`src/rtl/skin_mask_stats.sv`:
```
// skin_mask_stats
//   Thresholds an HSV pixel stream into a binary skin mask, forwards the mask
//   with the stream controls delayed by one ce-qualified cycle, and gathers
//   per-frame skin statistics (count, bounding box, centroid). The centroid
//   is produced by a restoring divider that runs during vertical blanking.
//
// Optional feature: define SKIN_BBOX_EN to build the bounding-box trackers.
//   Without it, x_min/x_max/y_min/y_max are constant 0.
//
// Ports
//   clk, rst_n                 clock, synchronous active-low reset
//   ce                         pixel clock enable for the stream side
//   de_in/hsync_in/vsync_in    stream controls (active high)
//   H, S, V                    pixel components
//   h_/s_/v_ min/max           inclusive thresholds (hue band may wrap)
//   mask_out, de/hsync/vsync_out   registered stream outputs
//   pix_count, x_min..y_max, cx, cy   statistics of the last published frame
//   stats_valid                one-cycle pulse when statistics update
//   overrun                    sticky: frame end arrived while busy
module skin_mask_stats #(
    parameter int unsigned XW = 11,
    parameter int unsigned YW = 11,
    parameter int unsigned CW = 22
) (
    input  logic          clk,
    input  logic          rst_n,
    input  logic          ce,
    input  logic          de_in,
    input  logic          hsync_in,
    input  logic          vsync_in,
    input  logic [7:0]    H,
    input  logic [7:0]    S,
    input  logic [7:0]    V,
    input  logic [7:0]    h_min,
    input  logic [7:0]    h_max,
    input  logic [7:0]    s_min,
    input  logic [7:0]    s_max,
    input  logic [7:0]    v_min,
    input  logic [7:0]    v_max,
    output logic          mask_out,
    output logic          de_out,
    output logic          hsync_out,
    output logic          vsync_out,
    output logic [CW-1:0] pix_count,
    output logic [XW-1:0] x_min,
    output logic [XW-1:0] x_max,
    output logic [YW-1:0] y_min,
    output logic [YW-1:0] y_max,
    output logic [XW-1:0] cx,
    output logic [YW-1:0] cy,
    output logic          stats_valid,
    output logic          overrun
);

    localparam int unsigned SX = XW + CW;
    localparam int unsigned SY = YW + CW;
    localparam int unsigned DW = (SX > SY) ? SX : SY;
    localparam int unsigned NW = $clog2(DW) + 1;

    typedef enum logic [2:0] {
        ST_IDLE,
        ST_DIV_X,
        ST_DIV_Y,
        ST_PUBLISH,
        ST_ZERO
    } state_e;

    // ------------------------------------------------------------------
    // Stream stage
    // ------------------------------------------------------------------
    logic          mask_q, de_q, hs_q, vs_q;
    logic [XW-1:0] x_q, x_d, cur_x;
    logic [YW-1:0] y_q, y_d, cur_y;
    logic [CW-1:0] cnt_q, cnt_d;
    logic [SX-1:0] sx_q, sx_d;
    logic [SY-1:0] sy_q, sy_d;

    logic hue_ok, mask_c, vs_rise, de_fall, pix_hit;

    // Hue band: a normal range, or a wrap-around band when h_min > h_max
    always_comb begin
        hue_ok = 1'b0;
        if (h_min <= h_max) begin
            hue_ok = (H >= h_min) && (H <= h_max);
        end else begin
            hue_ok = (H >= h_min) || (H <= h_max);
        end
    end

    assign mask_c  = de_in & hue_ok & (S >= s_min) & (S <= s_max)
                                    & (V >= v_min) & (V <= v_max);
    // de_q/vs_q are the previous ce-sampled controls, so they double as edge detectors
    assign vs_rise = ce & vsync_in & ~vs_q;
    assign de_fall = ce & de_q & ~de_in;
    assign pix_hit = ce & mask_c;

    // Position counters and live accumulators; an edge-cycle pixel starts the new frame
    always_comb begin
        cur_x = vs_rise ? '0 : x_q;
        cur_y = vs_rise ? '0 : y_q;
        x_d   = x_q;
        y_d   = y_q;
        cnt_d = vs_rise ? '0 : cnt_q;
        sx_d  = vs_rise ? '0 : sx_q;
        sy_d  = vs_rise ? '0 : sy_q;
        if (pix_hit) begin
            cnt_d = cnt_d + CW'(1);
            sx_d  = sx_d + SX'(cur_x);
            sy_d  = sy_d + SY'(cur_y);
        end
        if (ce) begin
            if (de_in) begin
                x_d = cur_x + XW'(1);
            end else if (de_fall) begin
                x_d = '0;
            end else begin
                x_d = cur_x;
            end
            y_d = de_fall ? cur_y + YW'(1) : cur_y;
        end
    end

    // Stream registers advance only on ce
    always_ff @(posedge clk) begin
        if (!rst_n) begin
            mask_q <= 1'b0;
            de_q   <= 1'b0;
            hs_q   <= 1'b0;
            vs_q   <= 1'b0;
            x_q    <= '0;
            y_q    <= '0;
            cnt_q  <= '0;
            sx_q   <= '0;
            sy_q   <= '0;
        end else if (ce) begin
            mask_q <= mask_c;
            de_q   <= de_in;
            hs_q   <= hsync_in;
            vs_q   <= vsync_in;
            x_q    <= x_d;
            y_q    <= y_d;
            cnt_q  <= cnt_d;
            sx_q   <= sx_d;
            sy_q   <= sy_d;
        end
    end

`ifdef SKIN_BBOX_EN
    logic [XW-1:0] bx_min_q, bx_min_d, bx_max_q, bx_max_d;
    logic [YW-1:0] by_min_q, by_min_d, by_max_q, by_max_d;

    // Bounding-box compare-and-replace; empty box is mins all-ones, maxes zero
    always_comb begin
        bx_min_d = vs_rise ? '1 : bx_min_q;
        bx_max_d = vs_rise ? '0 : bx_max_q;
        by_min_d = vs_rise ? '1 : by_min_q;
        by_max_d = vs_rise ? '0 : by_max_q;
        if (pix_hit) begin
            if (cur_x < bx_min_d) bx_min_d = cur_x;
            if (cur_x > bx_max_d) bx_max_d = cur_x;
            if (cur_y < by_min_d) by_min_d = cur_y;
            if (cur_y > by_max_d) by_max_d = cur_y;
        end
    end

    always_ff @(posedge clk) begin
        if (!rst_n) begin
            bx_min_q <= '1;
            bx_max_q <= '0;
            by_min_q <= '1;
            by_max_q <= '0;
        end else if (ce) begin
            bx_min_q <= bx_min_d;
            bx_max_q <= bx_max_d;
            by_min_q <= by_min_d;
            by_max_q <= by_max_d;
        end
    end
`endif

    // ------------------------------------------------------------------
    // Snapshot and centroid divider
    // ------------------------------------------------------------------
    state_e        state_q;
    logic          pend_q, ovr_q, valid_q;
    logic [CW-1:0] snap_cnt_q;
    logic [SX-1:0] snap_sx_q;
    logic [SY-1:0] snap_sy_q;
    logic [CW-1:0] rem_q, rem_nxt;
    logic [DW-1:0] dvd_q, quo_q, quo_nxt;
    logic [NW-1:0] bit_q;
    logic [XW-1:0] cx_res_q, cx_q;
    logic [YW-1:0] cy_q;
    logic [CW-1:0] pix_count_q;
    logic [CW:0]   trial_c;
    logic          ge_c;
    logic          busy_c;

`ifdef SKIN_BBOX_EN
    logic [XW-1:0] snap_xmin_q, snap_xmax_q, x_min_q, x_max_q;
    logic [YW-1:0] snap_ymin_q, snap_ymax_q, y_min_q, y_max_q;
`endif

    // One restoring shift-subtract step: the divisor is the snapshot count
    always_comb begin
        trial_c = {rem_q, dvd_q[DW-1]};
        ge_c    = trial_c >= {1'b0, snap_cnt_q};
        rem_nxt = ge_c ? CW'(trial_c - {1'b0, snap_cnt_q}) : CW'(trial_c);
        quo_nxt = {quo_q[DW-2:0], ge_c};
    end

    // A pending snapshot counts as busy so a second edge cannot overwrite it
    assign busy_c = (state_q != ST_IDLE) || pend_q;

    always_ff @(posedge clk) begin
        if (!rst_n) begin
            state_q     <= ST_IDLE;
            pend_q      <= 1'b0;
            ovr_q       <= 1'b0;
            valid_q     <= 1'b0;
            snap_cnt_q  <= '0;
            snap_sx_q   <= '0;
            snap_sy_q   <= '0;
            rem_q       <= '0;
            dvd_q       <= '0;
            quo_q       <= '0;
            bit_q       <= '0;
            cx_res_q    <= '0;
            cx_q        <= '0;
            cy_q        <= '0;
            pix_count_q <= '0;
`ifdef SKIN_BBOX_EN
            snap_xmin_q <= '1;
            snap_xmax_q <= '0;
            snap_ymin_q <= '1;
            snap_ymax_q <= '0;
            x_min_q     <= '0;
            x_max_q     <= '0;
            y_min_q     <= '0;
            y_max_q     <= '0;
`endif
        end else begin
            valid_q <= 1'b0;

            // Frame end: capture the live accumulators, or flag overrun if busy
            if (vs_rise) begin
                if (busy_c) begin
                    ovr_q <= 1'b1;
                end else begin
                    pend_q     <= 1'b1;
                    snap_cnt_q <= cnt_q;
                    snap_sx_q  <= sx_q;
                    snap_sy_q  <= sy_q;
`ifdef SKIN_BBOX_EN
                    snap_xmin_q <= bx_min_q;
                    snap_xmax_q <= bx_max_q;
                    snap_ymin_q <= by_min_q;
                    snap_ymax_q <= by_max_q;
`endif
                end
            end

            case (state_q)
                ST_IDLE: begin
                    if (pend_q) begin
                        pend_q <= 1'b0;
                        if (snap_cnt_q == '0) begin
                            state_q <= ST_ZERO;
                        end else begin
                            // Dividend left-aligned so its MSB is shifted in first
                            dvd_q   <= DW'(snap_sx_q) << (DW - SX);
                            rem_q   <= '0;
                            quo_q   <= '0;
                            bit_q   <= '0;
                            state_q <= ST_DIV_X;
                        end
                    end
                end
                ST_DIV_X: begin
                    rem_q <= rem_nxt;
                    dvd_q <= dvd_q << 1;
                    quo_q <= quo_nxt;
                    bit_q <= bit_q + NW'(1);
                    if (bit_q == NW'(SX - 1)) begin
                        cx_res_q <= XW'(quo_nxt);
                        dvd_q    <= DW'(snap_sy_q) << (DW - SY);
                        rem_q    <= '0;
                        quo_q    <= '0;
                        bit_q    <= '0;
                        state_q  <= ST_DIV_Y;
                    end
                end
                ST_DIV_Y: begin
                    rem_q <= rem_nxt;
                    dvd_q <= dvd_q << 1;
                    quo_q <= quo_nxt;
                    bit_q <= bit_q + NW'(1);
                    if (bit_q == NW'(SY - 1)) begin
                        state_q <= ST_PUBLISH;
                    end
                end
                ST_PUBLISH: begin
                    pix_count_q <= snap_cnt_q;
                    cx_q        <= cx_res_q;
                    cy_q        <= YW'(quo_q);
`ifdef SKIN_BBOX_EN
                    x_min_q     <= snap_xmin_q;
                    x_max_q     <= snap_xmax_q;
                    y_min_q     <= snap_ymin_q;
                    y_max_q     <= snap_ymax_q;
`endif
                    valid_q     <= 1'b1;
                    state_q     <= ST_IDLE;
                end
                ST_ZERO: begin
                    pix_count_q <= '0;
                    cx_q        <= '0;
                    cy_q        <= '0;
`ifdef SKIN_BBOX_EN
                    x_min_q     <= '0;
                    x_max_q     <= '0;
                    y_min_q     <= '0;
                    y_max_q     <= '0;
`endif
                    valid_q     <= 1'b1;
                    state_q     <= ST_IDLE;
                end
                default: begin
                    state_q <= ST_IDLE;
                end
            endcase
        end
    end

    assign mask_out    = mask_q;
    assign de_out      = de_q;
    assign hsync_out   = hs_q;
    assign vsync_out   = vs_q;
    assign pix_count   = pix_count_q;
    assign cx          = cx_q;
    assign cy          = cy_q;
    assign stats_valid = valid_q;
    assign overrun     = ovr_q;

`ifdef SKIN_BBOX_EN
    assign x_min = x_min_q;
    assign x_max = x_max_q;
    assign y_min = y_min_q;
    assign y_max = y_max_q;
`else
    assign x_min = '0;
    assign x_max = '0;
    assign y_min = '0;
    assign y_max = '0;
`endif

endmodule

```
`config.mk`:
```
export PLATFORM = sky130hd
export DESIGN_NAME = skin_mask_stats
export DESIGN_NICKNAME = d
export VERILOG_FILES = /design/src/rtl/skin_mask_stats.sv
export SDC_FILE = /design/constraint.sdc
export NUM_CORES = 1
export LEC_CHECK = 0
export BUFFER_PORTS_ARGS = -buffer_cell sky130_fd_sc_hd__buf_4
export CORE_MARGIN = 3
export CORE_UTILIZATION = 54
export CTS_CLUSTER_SIZE = 28
export DETAILED_ROUTE_END_ITERATION = 7
export HOLD_SLACK_MARGIN = 0.02
export PLACE_DENSITY_LB_ADDON = 0.2
export SYNTH_ARGS = -nofsm -noshare
export SYNTH_HDL_FRONTEND = slang
export SYNTH_SLANG_ARGS = --single-unit
```
`constraint.sdc`:
```
create_clock -name clk -period 4.5 [get_ports clk]
set_input_delay 0.675 -clock clk [delete_from_list [all_inputs] [get_ports clk]]
set_output_delay 0.675 -clock clk [all_outputs]
set_load 0.01 [all_outputs]
```
==> out/metrics.sh, run 1 <==
DRT-WIRELENGTH-PER-CELL_UM=16.6
HIGHEST_LAYER='met5'
POST-SYNTH-TOP-AREA-CELL='sky130_fd_sc_hd__dfxtp_1'
CTS_INSERTED_BUFFERS=37
FIN_SKEW_NS=0.0262
CLOCK.FMAX_GHz=0.255
SYNTHARSTFLOPSHARE_PCT=0
TIMING.CRITICAL_PATH.REQUIRED_NS=4.94
WORST_SKEW_PAIR.LATE_LATENCY_NS=0.53
PORT-BUFFER-COUNT=127
POST-ROUTE-CELL-AREA_UM2=19700
GP_CONGESTION=0.865
SYNTHTOPCELLSBYAREA='sky130_fd_sc_hd__dfxtp_1 (39%), sky130_fd_sc_hd__ha_1 (7.5%), sky130_fd_sc_hd__nand2_1 (6.7%)'
REPORT.FINAL.SETUP_VIOL=0
YOSYSWARNINGS=0
FIRST_PASS_ITERS=7
SYNTH_SEQUENTIAL_AREA_RATIO_PCT=38.5
INTERNAL_POWER_mW=4.96
TRITONCTS='yes'
VDD.IR_DROP.WORST_uV=237
CTS.REPAIR_TIMING.SETUP_BUFFER_COUNT=0
ANTENNA_CELLS=0
DIE_HEIGHT_UM=186
SETUP-TNS-FINAL_NS=0
PATH_CLK_SLEW_NS=0.06
SWITCHING_POWER_AS_A_SHARE_OF_TOTAL_POWER_PCT=22.7
P_SW_mW=1.45
MOST_USED_FLIP_FLOP_CELL_AFTER_SYNTHESIS='sky130_fd_sc_hd__dfxtp_1'
HOLD_PATH.STARTPOINT='vsync_in'
REGTOREGSTARTPOINT='vsync_out$_SDFFE_PN0P_'
WL_UM=43400
DETAIL_ROUTE.WIRELENGTH.MET1_UM=19200
INITIAL_ANTENNA_VIOLATION_COUNT=1
SYNTH_AREA_PER_INST_UM2=8.21
TIMING.FINAL.CRIT_PERIOD_NS=3.92
FINAL_ANT_VIOL_NETS=0
ROUTED_VIA_DENSITY=5.94
KIND_OF_CRITICAL_PATH='register to register'
HTREE_LEVELS=2
POST-SYNTH-TOP-COUNT-CELL='sky130_fd_sc_hd__dfxtp_1'
POWER.SEQUENTIAL.FRACTION_PCT=46.5
GRT_PASS1_VIAS=14700
TRITONCTS_NUM_SINKS=336
CTS-HOLD-FIX-BUFFERS=0
DRC_VIOLATION_COUNT_AFTER_ROUTING=0
ROUTED-WL-MET2_UM=20800
INITIALDRTVIOLATIONCOUNT=1152
SYNTH_CELL_TYPES=75
GRT_USE_TOTAL_PCT=24.6
MIN_PERIOD_OVER_PERIOD_PCT=87.2
DIE_AREA_UM2=34500
YOSYS_REGISTER_BITS=336
GLOBALROUTEOVERFLOWTOTAL=0
PLACEMENTROWS=65
CP_DATA_ARRIVAL_TIME_NS=4.37
SYNTH-EDFF-COUNT=0
MAXCAPVIOLCOUNT=0
DR_TOTAL_VIAS=15500
CRIT_PATH_START_KIND='register'
GRT_PASS1_WL_UM=71600
CLK_ROOT_BUFFER_CELL='sky130_fd_sc_hd__clkbuf_16'
WORST_PATH_MAX_DELAY_CELL='sky130_fd_sc_hd__nand3b_1'
TIMING.FINAL.MAX_SLEW_VIOLATIONS=0
DRIVE_GT1_SHARE_PCT=10.9
STARTPOINT='vsync_out$_SDFFE_PN0P_'
CTS.REPAIR.RESIZED=0
IO-PIN-COUNT=172
SYNTHDOMINANTCELLAREASHARE_PCT=38.5
MAX-CLOCK-PATH-BUFFERS=3
FP.DIEW_UM=186
NNETSFINAL=2365
COUNT_OF_ENDPOINTS_FAILING_HOLD_IN_THE_FINAL_TIMING_REPORT=0
GRT_START_MAX_NET_PINS=148
WORST_SETUP_PATH_END_KIND='register'
NETLIST_AREA_UM2=17500
SYNTHCELLS=2126
WORST_PIN_SLEW_NS=1.17
POWER-PER-CELL-AREA_nW_PER_UM2=325
GRT_SETUP_UNREPAIRED='no'
TOTAL_POWER_mW=6.41
DP_HPWL_UM=28900
RUN_STATUS='completed'
CORE_AREA_UM2=31700
MET3ROUTEDLENGTH_UM=2490
DPL_CELL_AREA_UM2=18500
FF2FF_SETUP_SLACK_NS=0.58
YOSYS-TOP-CELLS-COUNT='sky130_fd_sc_hd__dfxtp_1 (336), sky130_fd_sc_hd__nand2_1 (314), sky130_fd_sc_hd__a21oi_1 (202), sky130_fd_sc_hd__nor2_1 (169), sky130_fd_sc_hd__clkbuf_1 (117)'
P_CLK_SHARE_PCT=48.0
AREA_GROWTH_SYN_TO_LAYOUT_PCT=12.9
TIMING.HOLD.WORST.CLASS='input pin to register'
MAX_STAGE_DELAY_NS=0.64
INITIAL_UTILIZATION_PCT=55.1
MAXSLEWHEADROOM_PCT=21.1
POWER.SHARE.COMBINATIONAL_PCT=5.5
CRIT_PATH_CELL_CHAIN='nand3b_1, and2_1, ha_1, fa_1, a21oi_1, o2111ai_1, a31o_2, a21o_1, a21o_1, a31o_2, a21oi_1'
TIMING.CRITICAL_PATH.FANOUT_MAX=19
CELLLEAKAGEPOWER_nW=7.66
[cell type report]
| class | count | area (um2) |
|---|---|---|
| multi-input cells | 1562 | 9710 |
| flip-flops and latches | 336 | 6730 |
| clock inverters | 13 | 164 |
| repair buffers | 153 | 1200 |
| clock buffers | 52 | 1080 |
| inverters | 89 | 339 |
| fillers | 2797 | 12000 |
| well taps | 402 | 503 |
[power by group through the flow]
stage / clock [mW] / combinational (mW) / sequential [mW]
floorplan: 0 / 0.246 / 3.05
global placement: 0 / 0.340 / 3.05
detailed placement: 0 / 0.351 / 3.05
CTS: 3.13 / 0.352 / 2.98
global route: 3.25 / 0.397 / 2.98
finish: 3.08 / 0.352 / 2.98
[placed cells by master, fill, tap and decap left out, types with 44 or more instances in the layout]
cell and count:
sky130_fd_sc_hd__nand3_1 55, sky130_fd_sc_hd__ha_1 105, sky130_fd_sc_hd__a21oi_1 201, sky130_fd_sc_hd__dfxtp_1 336, sky130_fd_sc_hd__conb_1 44, sky130_fd_sc_hd__nand2_1 313
sky130_fd_sc_hd__nor2_1 165, sky130_fd_sc_hd__inv_1 87, sky130_fd_sc_hd__buf_4 149, sky130_fd_sc_hd__a22oi_1 58
[worst max-delay path: cells and delay by family (launching register included)]
family          cells  cell delay (ns)
compound gates      7             1.73
fa+ha+maj           2             0.67
flops               1             0.32
simple gates        2             1.12
[through the flow]
stage	hold slack, ns	worst slack (ns)	util, %	cells
finish	0.423	0.576	62.2	2607
global route	0.428	0.333	62.2	2607
CTS	0.408	0.631	62.2	2607
detailed placement	0.446	0.289	58.3	2542
global placement	0.442	0.397	58.3	2542
floorplan	0.426	0.0597	-	2169
[path summary, 6_finish.rpt]
check	depth (start not counted)	endpoint
min reg2reg	2	cx_res_q[6]$_SDFFE_PN0P_
min	3	vsync_out$_SDFFE_PN0P_
max	11	sy_q[30]$_SDFFE_PN0P_
max reg2reg	11	sy_q[30]$_SDFFE_PN0P_
[state kept, by name, summed over array words and instances, names as in the netlist, 7 cells and up]
register / flops
dvd_q: 33
snap_sx_q: 33
snap_sy_q: 33
sx_q: 33
sy_q: 33
cnt_q: 22
pix_count: 22
rem_q: 22
snap_cnt_q: 22
cx: 11
cx_res_q: 11
cy: 11
quo_q: 11
x_q: 11
y_q: 11
bit_q: 7
[cell families (layout without fill, tap and decap cells)]
family | Yosys count | in the layout | share of synthesized area, %
multiplexers | 35 | 35 | 2.01
other | 1 | 44 | 0.0215
buffers and inverters | 271 | 307 | 7.14
AO/OA/AOI/OAI | 552 | 552 | 21.2
AND/OR/NAND/NOR | 774 | 774 | 20.8
XOR/XNOR | 49 | 49 | 2.46
adder cells (fa/ha/maj) | 108 | 108 | 7.87
flip-flops | 336 | 336 | 38.5
[layer usage]
layer | vias up | global-route usage [%]
met1 | 7361 | 32.6
met5 | - | 0
li1 | 7634 | -
met4 | 2 | 6.82
met2 | 408 | 41.9
met3 | 74 | 3.85
Note: power is estimated with default switching activity, not from simulation.
==> run 2: changes to the inputs <==
--- a/config.mk
+++ b/config.mk
@@ -5,9 +5,10 @@
 export SDC_FILE = /design/constraint.sdc
 export NUM_CORES = 1
 export LEC_CHECK = 0
+export ABC_AREA = 1
 export BUFFER_PORTS_ARGS = -buffer_cell sky130_fd_sc_hd__buf_4
 export CORE_MARGIN = 3
-export CORE_UTILIZATION = 54
+export CORE_UTILIZATION = 55
 export CTS_CLUSTER_SIZE = 28
 export DETAILED_ROUTE_END_ITERATION = 7
 export HOLD_SLACK_MARGIN = 0.02
==> out/metrics.sh, run 2 <==
TOTAL_POWER_mW=9.61  # +50%
ANTENNA_CELLS=0  # unchanged
SYNTH_CELL_TYPES=48  # -36%
SYNTHARSTFLOPSHARE_PCT=0  # unchanged
STARTPOINT='vsync_out$_SDFFE_PN0P_'
ROUTED_VIA_DENSITY=5.60  # -5.7%
KIND_OF_CRITICAL_PATH='register to register'
CP_DATA_ARRIVAL_TIME_NS=3.71  # -0.66 ns
WORST_PIN_SLEW_NS=1.01  # -0.155 ns
SYNTHDOMINANTCELLAREASHARE_PCT=32.4  # -6.1 points
GRT_PASS1_VIAS=19500  # +32%
LAYOUT_COMMONEST_CELL='sky130_fd_sc_hd__nand2_1'
DR_TOTAL_VIAS=20900  # +35%
INITIAL_ANTENNA_VIOLATION_COUNT=0  # -1
DRC_VIOLATION_COUNT_AFTER_ROUTING=0  # unchanged
MIN_PERIOD_OVER_PERIOD_PCT=72.1  # -15 points
WORST_SKEW_PAIR.LATE_LATENCY_NS=0.56  # +0.03 ns
VDD.IR_DROP.WORST_uV=328  # +38%
NETLIST_AREA_UM2=20700  # +19%
POST-ROUTE-CELL-AREA_UM2=23100  # +17%
DIE_HEIGHT_UM=200  # +7.7%
FF2FF_SETUP_SLACK_NS=1.26  # +0.68 ns
SYNTH_ADDER_AREA_SHARE_PCT=6.62  # -1.2 points
MAXCAPVIOLCOUNT=0  # unchanged
GP_CONGESTION=1.00  # +16%
INITIAL_UTILIZATION_PCT=56.3  # +1.2 points
MAXSLEWHEADROOM_PCT=31.9  # +11 points
SYNTHCELLS=3170  # +49%
TIMING.CRITICAL_PATH.TO='sx_q[29]$_SDFFE_PN0P_'
CTS.REPAIR.RESIZED=0  # unchanged
PORT-BUFFER-COUNT=127  # unchanged
WORST_PATH_MAX_DELAY_CELL='sky130_fd_sc_hd__nor2_4'
REG2REG_DEPTH=15  # +4
SYNTHTOPCELLSBYAREA='sky130_fd_sc_hd__dfxtp_1 (32%), sky130_fd_sc_hd__nand2_1 (13%), sky130_fd_sc_hd__a21oi_1 (8.7%)'
FP.DIEW_UM=200  # +7.7%
DRIVE_GT1_SHARE_PCT=8.20  # -2.7 points
GRT_START_MAX_NET_PINS=115  # -22%
DIE_AREA_UM2=40100  # +16%
REGTOREGSTARTPOINT='vsync_out$_SDFFE_PN0P_'
REPORT.FINAL.SETUP_VIOL=0  # unchanged
TIMING.FINAL.CRIT_PERIOD_NS=3.24  # -0.682 ns
REG2REG_TO='sx_q[29]$_SDFFE_PN0P_'
COUNT_OF_ENDPOINTS_FAILING_HOLD_IN_THE_FINAL_TIMING_REPORT=0  # unchanged
GRT_USE_TOTAL_PCT=28.2  # +3.6 points
MAX-CLOCK-PATH-BUFFERS=3  # unchanged
TRITONCTS_NUM_SINKS=336  # unchanged
SETUP-TNS-FINAL_NS=0  # unchanged
LAYOUT.CELLS.MOST_COMMON_LIST='sky130_fd_sc_hd__nand2_1 (736), sky130_fd_sc_hd__inv_1 (388), sky130_fd_sc_hd__a21oi_1 (361), sky130_fd_sc_hd__dfxtp_1 (335), sky130_fd_sc_hd__nor2_1 (296)'
TIMING.CRITICAL_PATH.FANOUT_MAX=23  # +4
TIMING.HOLD.WORST.CLASS='input pin to register'
GRT_PASS1_WL_UM=96100  # +34%
FINAL_ANT_VIOL_NETS=0  # unchanged
GRT_SETUP_UNREPAIRED='no'
DPL_CELL_AREA_UM2=21700  # +18%
POST_SYNTH_XOR_AREA_FRACTION_PCT=2.41  # -0.051 points
POST-SYNTH-TOP-COUNT-CELL='sky130_fd_sc_hd__nand2_1'
CRIT_PATH_CELL_CHAIN='nor2_4, buf_4, nor2_1, ha_1, a21oi_1, inv_1, a21oi_1, nand3_1, nand2_1, nand2_1, nand2_1, nand2_1, nand2_1, nand4_1, a21oi_1'
PATH_CLK_SLEW_NS=0.07  # about the same
SYNTH_AREA_PER_INST_UM2=6.54  # -20%
MAIN_COMBINATIONAL_CELL_FAMILY_BY_AREA_AFTER_SYNTHESIS='simple AND/OR/NAND/NOR gates'
DRT-WIRELENGTH-PER-CELL_UM=15.9  # -4.5%
NNETSFINAL=3391  # +43%
POST-SYNTH-TOP-AREA-CELL='sky130_fd_sc_hd__dfxtp_1'
GLOBALROUTEOVERFLOWTOTAL=0  # unchanged
SYNTH-SIMPLE-AREA-SHARE_PCT=30.1  # +9.2 points
CELLLEAKAGEPOWER_nW=10.5  # +37%
DP_HPWL_UM=41600  # +44%
INITIALDRTVIOLATIONCOUNT=1589  # +38%
PLACEMENTROWS=70  # +7.7%
CTS_INSERTED_BUFFERS=39  # +5.4%
WL_UM=59400  # +37%
YOSYS_REGISTER_BITS=336  # unchanged
SYNTH_SEQUENTIAL_AREA_RATIO_PCT=32.4  # -6.1 points
CP.BUFFERS_INVERTERS=2  # +2
CTS-HOLD-FIX-BUFFERS=0  # unchanged
WORST_SETUP_PATH_END_KIND='register'
WORST_PATH_MOST_REPEATED_CELL='sky130_fd_sc_hd__nand2_1'
FIRST_PASS_ITERS=6  # -1
SYNTHMUXAREASHARE_PCT=0  # -2.0 points
TIMING.CRITICAL_PATH.REQUIRED_NS=4.97  # +0.03 ns
FINAL_CORE_UTILIZATION_PCT=62.6  # +0.38 points
IO-PIN-COUNT=172  # unchanged
CTS.REPAIR_TIMING.SETUP_BUFFER_COUNT=0  # unchanged
FIN_SKEW_NS=0.0236  # -0.00263 ns
HTREE_LEVELS=2  # unchanged
CPLARGESTDELAYFAMILY='simple AND/OR/NAND/NOR gates'
YOSYS-TOP-CELLS-COUNT='sky130_fd_sc_hd__nand2_1 (736), sky130_fd_sc_hd__inv_1 (388), sky130_fd_sc_hd__a21oi_1 (362), sky130_fd_sc_hd__dfxtp_1 (336), sky130_fd_sc_hd__nor2_1 (297)'
CLOCK.FMAX_GHz=0.308  # +21%
RUN_STATUS='completed'
CRITICAL_PATH_DEPTH=15  # +4
TIMING.FINAL.MAX_SLEW_VIOLATIONS=0  # unchanged
SYNTH_COMPOUND_AREA_SHARE_PCT=16.3  # -4.8 points
SYNTH-EDFF-COUNT=0  # unchanged
AREA_GROWTH_SYN_TO_LAYOUT_PCT=11.2
MOST_USED_FLIP_FLOP_CELL_AFTER_SYNTHESIS='sky130_fd_sc_hd__dfxtp_1'
YOSYSWARNINGS=0  # unchanged
TRITONCTS='yes'
CRIT_PATH_START_KIND='register'
MAX_STAGE_DELAY_NS=0.51  # -0.13 ns
CORE_AREA_UM2=36900  # +16%
CLK_ROOT_BUFFER_CELL='sky130_fd_sc_hd__clkbuf_16'
POWER-PER-CELL-AREA_nW_PER_UM2=417  # +28%
==> run 2: cell types whose count changed in the layout (fill, tap and decap cells not counted), sizes merged, moves of 35 or more <==
| cell | delta |
|---|---|
| a211oi | -39 |
| a21oi | +160 |
| a22oi | -58 |
| and2 | -43 |
| inv | +309 |
| mux2i | -35 |
| nand2 | +427 |
| nand3 | +166 |
| nand4 | +84 |
| nor2 | +144 |
| o211ai | +36 |
| o21ai | +121 |
==> run 2: logic make-up (layout without fill, tap and decap cells) <==
kind of cell,count (synthesis),after routing
buf+inv,595,615
simple gates,1444,1444
compound gates,629,629
xor+xnor,57,57
flops,336,336
fa+ha+maj,108,108
other cells,1,44
==> run 2: worst reg2reg max path, stage by stage (launching register included) <==
cell and delay, ns:
sky130_fd_sc_hd__dfxtp_1 0.36, sky130_fd_sc_hd__nor2_4 0.51, sky130_fd_sc_hd__buf_4 0.44, sky130_fd_sc_hd__nor2_1 0.12, sky130_fd_sc_hd__ha_1 0.35, sky130_fd_sc_hd__a21oi_1 0.16, sky130_fd_sc_hd__inv_1 0.07, sky130_fd_sc_hd__a21oi_1 0.22
sky130_fd_sc_hd__nand3_1 0.24, sky130_fd_sc_hd__nand2_1 0.11, sky130_fd_sc_hd__nand2_1 0.12, sky130_fd_sc_hd__nand2_1 0.09, sky130_fd_sc_hd__nand2_1 0.05, sky130_fd_sc_hd__nand2_1 0.05, sky130_fd_sc_hd__nand4_1 0.09, sky130_fd_sc_hd__a21oi_1 0.20
==> run 2: final cells by class <==
class | instances | area [um2]
clock inverters | 16 | 165
flip-flops and latches | 336 | 6730
inverters | 397 | 1500
repair buffers | 149 | 1170
clock buffers | 53 | 1180
multi-input cells | 2282 | 11700
well taps | 504 | 631
fillers | 3482 | 13800
==> run 2: power by group <==
part	switching [mW]	internal, mW
logic	1.98	0.873
registers	0.160	3.32
clock network	1.32	1.96
total	3.46	6.16
==> run 2: how the worst min path moves through the flow <==
stage | startpoint | end | slack [ns] | depth (start not counted)
after floorplan | y_q[10]$_SDFFE_PN0P_ | y_q[10]$_SDFFE_PN0P_ | 0.41 | 1
after global placement | y_q[10]$_SDFFE_PN0P_ | y_q[10]$_SDFFE_PN0P_ | 0.42 | 1
after detailed placement | y_q[10]$_SDFFE_PN0P_ | y_q[10]$_SDFFE_PN0P_ | 0.42 | 1
after CTS | hsync_in | hsync_out$_SDFFE_PN0P_ | 0.32 | 3
after global routing | hsync_in | hsync_out$_SDFFE_PN0P_ | 0.34 | 3
final | hsync_in | hsync_out$_SDFFE_PN0P_ | 0.35 | 3
==> run 2: layer usage <==
layer	GRT usage, %	wire, um
met1	36.8	25900
met2	48.2	28100
met3	3.77	3800
met4	9.50	1670
met5	0	0
==> run 2: through the flow <==
stage,setup WS (ns),hold slack [ns],std cells
after detailed placement,0.808,0.424,3668
after CTS,1.29,0.324,3737
final,1.26,0.352,3737
after floorplan,1.25,0.406,3213
after global placement,0.869,0.418,3668
after global routing,0.948,0.339,3737
==> run 3: changes to the inputs <==
==> constraint.sdc (replaced) <==
create_clock -name clk -period 2.6 [get_ports clk]
set_input_delay 0.39 -clock clk [delete_from_list [all_inputs] [get_ports clk]]
set_output_delay 0.39 -clock clk [all_outputs]
set_load 0.01 [all_outputs]
==> out/metrics.sh, run 3 (synthesized netlist as in run 2, its figures left out) <==
KIND_OF_CRITICAL_PATH='register to register'
CRIT_PATH_START_KIND='register'
MET3ROUTEDLENGTH_UM=4110  # +8.1%
WL_UM=60800  # +2.4%
REG2REG_DEPTH=17  # +2
PATH_CLK_SLEW_NS=0.06  # about the same
REG2REG_TO='sy_q[20]$_SDFFE_PN0P_'
POWER-PER-CELL-AREA_nW_PER_UM2=681  # +64%
DRIVE_GT1_SHARE_PCT=14.7  # +6.5 points
WORST_SKEW_PAIR.LATE_LATENCY_NS=0.56  # about the same
WORST_PATH_MOST_REPEATED_CELL='sky130_fd_sc_hd__nand2_1'
COUNT_OF_ENDPOINTS_FAILING_HOLD_IN_THE_FINAL_TIMING_REPORT=0  # unchanged
IO-PIN-COUNT=172  # unchanged
CLOCK.FMAX_GHz=0.392  # +27%
WORST_PIN_SLEW_NS=0.750  # -0.263 ns
GRT_SETUP_UNREPAIRED='yes'
REGTOREGSTARTPOINT='vsync_out$_SDFFE_PN0P_'
STARTPOINT='vsync_out$_SDFFE_PN0P_'
CPLARGESTDELAYFAMILY='simple AND/OR/NAND/NOR gates'
WORSTHOLDPATHCELLS=3  # unchanged
VDD.IR_DROP.WORST_uV=567  # +73%
FIN_CELLS=3889  # +4.1%
RUN_STATUS='completed'
FINAL_ANT_VIOL_NETS=0  # unchanged
CTS_INSERTED_BUFFERS=39  # unchanged
DPL_CELL_AREA_UM2=23000  # +5.8%
POST-ROUTE-CELL-AREA_UM2=24700  # +7.0%
FIRST_PASS_ITERS=7  # +1
DP_HPWL_UM=42800  # +2.9%
CELLLEAKAGEPOWER_nW=11.3  # +7.5%
DETAIL_ROUTE.WIRELENGTH.MET1_UM=26500  # +2.6%
CLK_ROOT_BUFFER_CELL='sky130_fd_sc_hd__clkbuf_16'
INITIAL_UTILIZATION_PCT=56.3  # unchanged
TIMING.FINAL.CRIT_PERIOD_NS=2.55  # -0.694 ns
MULTI_INPUT_AREA_UM2=12100  # +3.3%
AREA_GROWTH_SYN_TO_LAYOUT_PCT=19.0
ANTENNA_CELLS=0  # unchanged
FINAL.HOLD.WORST_SLACK_NS=0.0762  # -0.275 ns
MAXCAPVIOLCOUNT=0  # unchanged
GRT_PASS1_VIAS=20400  # +5.0%
HOLD_END='hsync_out$_SDFFE_PN0P_'
GLOBALROUTEOVERFLOWTOTAL=0  # unchanged
WORST_SETUP_PATH_END_KIND='register'
DP_CELLS=3810  # +3.9%
DR_TOTAL_VIAS=21500  # +2.6%
TRITONCTS='yes'
GP_CONGESTION=0.971  # -3.0%
FIN_SKEW_NS=0.0149  # -0.00871 ns
HTREE_LEVELS=2  # unchanged
FINAL_CORE_UTILIZATION_PCT=67.0  # +4.4 points
LAYOUT.CELLS.MOST_COMMON_LIST='sky130_fd_sc_hd__nand2_1 (715), sky130_fd_sc_hd__inv_1 (385), sky130_fd_sc_hd__a21oi_1 (345), sky130_fd_sc_hd__dfxtp_1 (334), sky130_fd_sc_hd__buf_4 (280)'
MAXSLEWHEADROOM_PCT=50.0  # +18 points
TIMING.CRITICAL_PATH.FANOUT_MAX=7  # -70%
CP_DATA_ARRIVAL_TIME_NS=3.04  # -0.67 ns
FINAL-SEQ-AREA_UM2=6730  # about the same
FP.DIEW_UM=200  # unchanged
REPORT.FINAL.SETUP_VIOL=0  # unchanged
GRT_PASS1_WL_UM=98800  # +2.8%
MAX_STAGE_DELAY_NS=0.36  # -0.15 ns
PORT-BUFFER-COUNT=127  # unchanged
DIE_HEIGHT_UM=200  # unchanged
HIGHEST_LAYER='met4'
GRT_START_MAX_NET_PINS=115  # unchanged
TIMING.HOLD.WORST.CLASS='input pin to register'
NNETSFINAL=3544  # +4.5%
MAX-CLOCK-PATH-BUFFERS=3  # unchanged
HOLD_PATH.STARTPOINT='hsync_in'
ROUTED-WL-MET2_UM=28300  # +0.94%
FF2FF_SETUP_SLACK_NS=0.05  # -1.21 ns
DRT-WIRELENGTH-PER-CELL_UM=15.6  # -1.6%
FILLER_CELL_COUNT=3320  # -4.7%
INITIAL_ANTENNA_VIOLATION_COUNT=0  # unchanged
PLACEMENTROWS=70  # unchanged
INITIALDRTVIOLATIONCOUNT=1786  # +12%
MIN_PERIOD_OVER_PERIOD_PCT=98.0  # +26 points
GRT_USE_TOTAL_PCT=28.6  # +0.45 points
CRIT_PATH_CELL_CHAIN='nor2_4, buf_12, clkbuf_16, nor2_2, ha_1, or2_2, nand2_2, inv_1, nand2_1, nand2_2, nand2_2, nand2_4, nand2_1, nand2_1, nand2_1, nand4_1, a21oi_1'
DIE_AREA_UM2=40100  # unchanged
CORE_AREA_UM2=36900  # unchanged
TIMING.CRITICAL_PATH.REQUIRED_NS=3.09  # -1.88 ns
LAYOUT_COMMONEST_CELL='sky130_fd_sc_hd__nand2_1'
TIMING.FINAL.MAX_SLEW_VIOLATIONS=0  # unchanged
CP.BUFFERS_INVERTERS=3  # +1
ROUTED_VIA_DENSITY=5.52  # -1.4%
WORST_PATH_MAX_DELAY_CELL='sky130_fd_sc_hd__dfxtp_4'
DRC_VIOLATION_COUNT_AFTER_ROUTING=0  # unchanged
TRITONCTS_NUM_SINKS=336  # unchanged
run 3: stage by stage:
step,TNS [ns],worst slack (ns),total power [mW]
after floorplan,0,0.00000200,9.83
after global placement,-0.627,-0.156,11.2
after detailed placement,-2.64,-0.217,11.4
after CTS,0,0.0114,16.7
after global routing,-0.811,-0.101,17.8
final,0,0.0515,16.8
run 3: power breakdown:
part	internal (mW)	leakage, nW	switching (mW)
clock network	3.11	0.609	2.29
logic	1.86	7.92	3.54
registers	5.75	2.73	0.288
run 3: area by class of cell:
| cell class | instances | area share [%] |
|---|---|---|
| clock buffer | 51 | 4.46 |
| clock inverter | 17 | 0.598 |
| inverter | 397 | 6.06 |
| multi-input combinational | 2283 | 49.0 |
| sequential | 336 | 27.3 |
| tap | 504 | 2.55 |
| timing repair buffer | 301 | 10.1 |
run 3: timing repair:
action                                  4_1_cts  5_1_grt
cloned                                        0        4
pin swaps                                     0       16
hold buffers                                  0        0
setup buffers                                 0        7
endpoints found under the setup margin        3       83
gates resized for setup                       2       87
run 3: how the worst max path moves through the flow:
stage	end	slack (ns)	cells past startpoint
after floorplan	sy_q[20]$_SDFFE_PN0P_	0.000002	22
after global placement	sy_q[26]$_SDFFE_PN0P_	-0.16	17
after detailed placement	sy_q[26]$_SDFFE_PN0P_	-0.22	17
after CTS	sy_q[14]$_SDFFE_PN0P_	0.01	14
after global routing	sx_q[26]$_SDFFE_PN0P_	-0.10	16
final	sy_q[20]$_SDFFE_PN0P_	0.05	17
run 3: layer usage:
layer | global-route usage, % | vias up
li1 | - | 10700
met1 | 37.8 | 9815
met2 | 48.3 | 817
met3 | 3.48 | 144
met4 | 10.6 | 0
met5 | 0 | -
run 3: worst min-delay path, stage by stage:
cell and delay, ns:
sky130_fd_sc_hd__buf_4 0.08, sky130_fd_sc_hd__nor2_1 0.03, sky130_fd_sc_hd__nor2_1 0.09
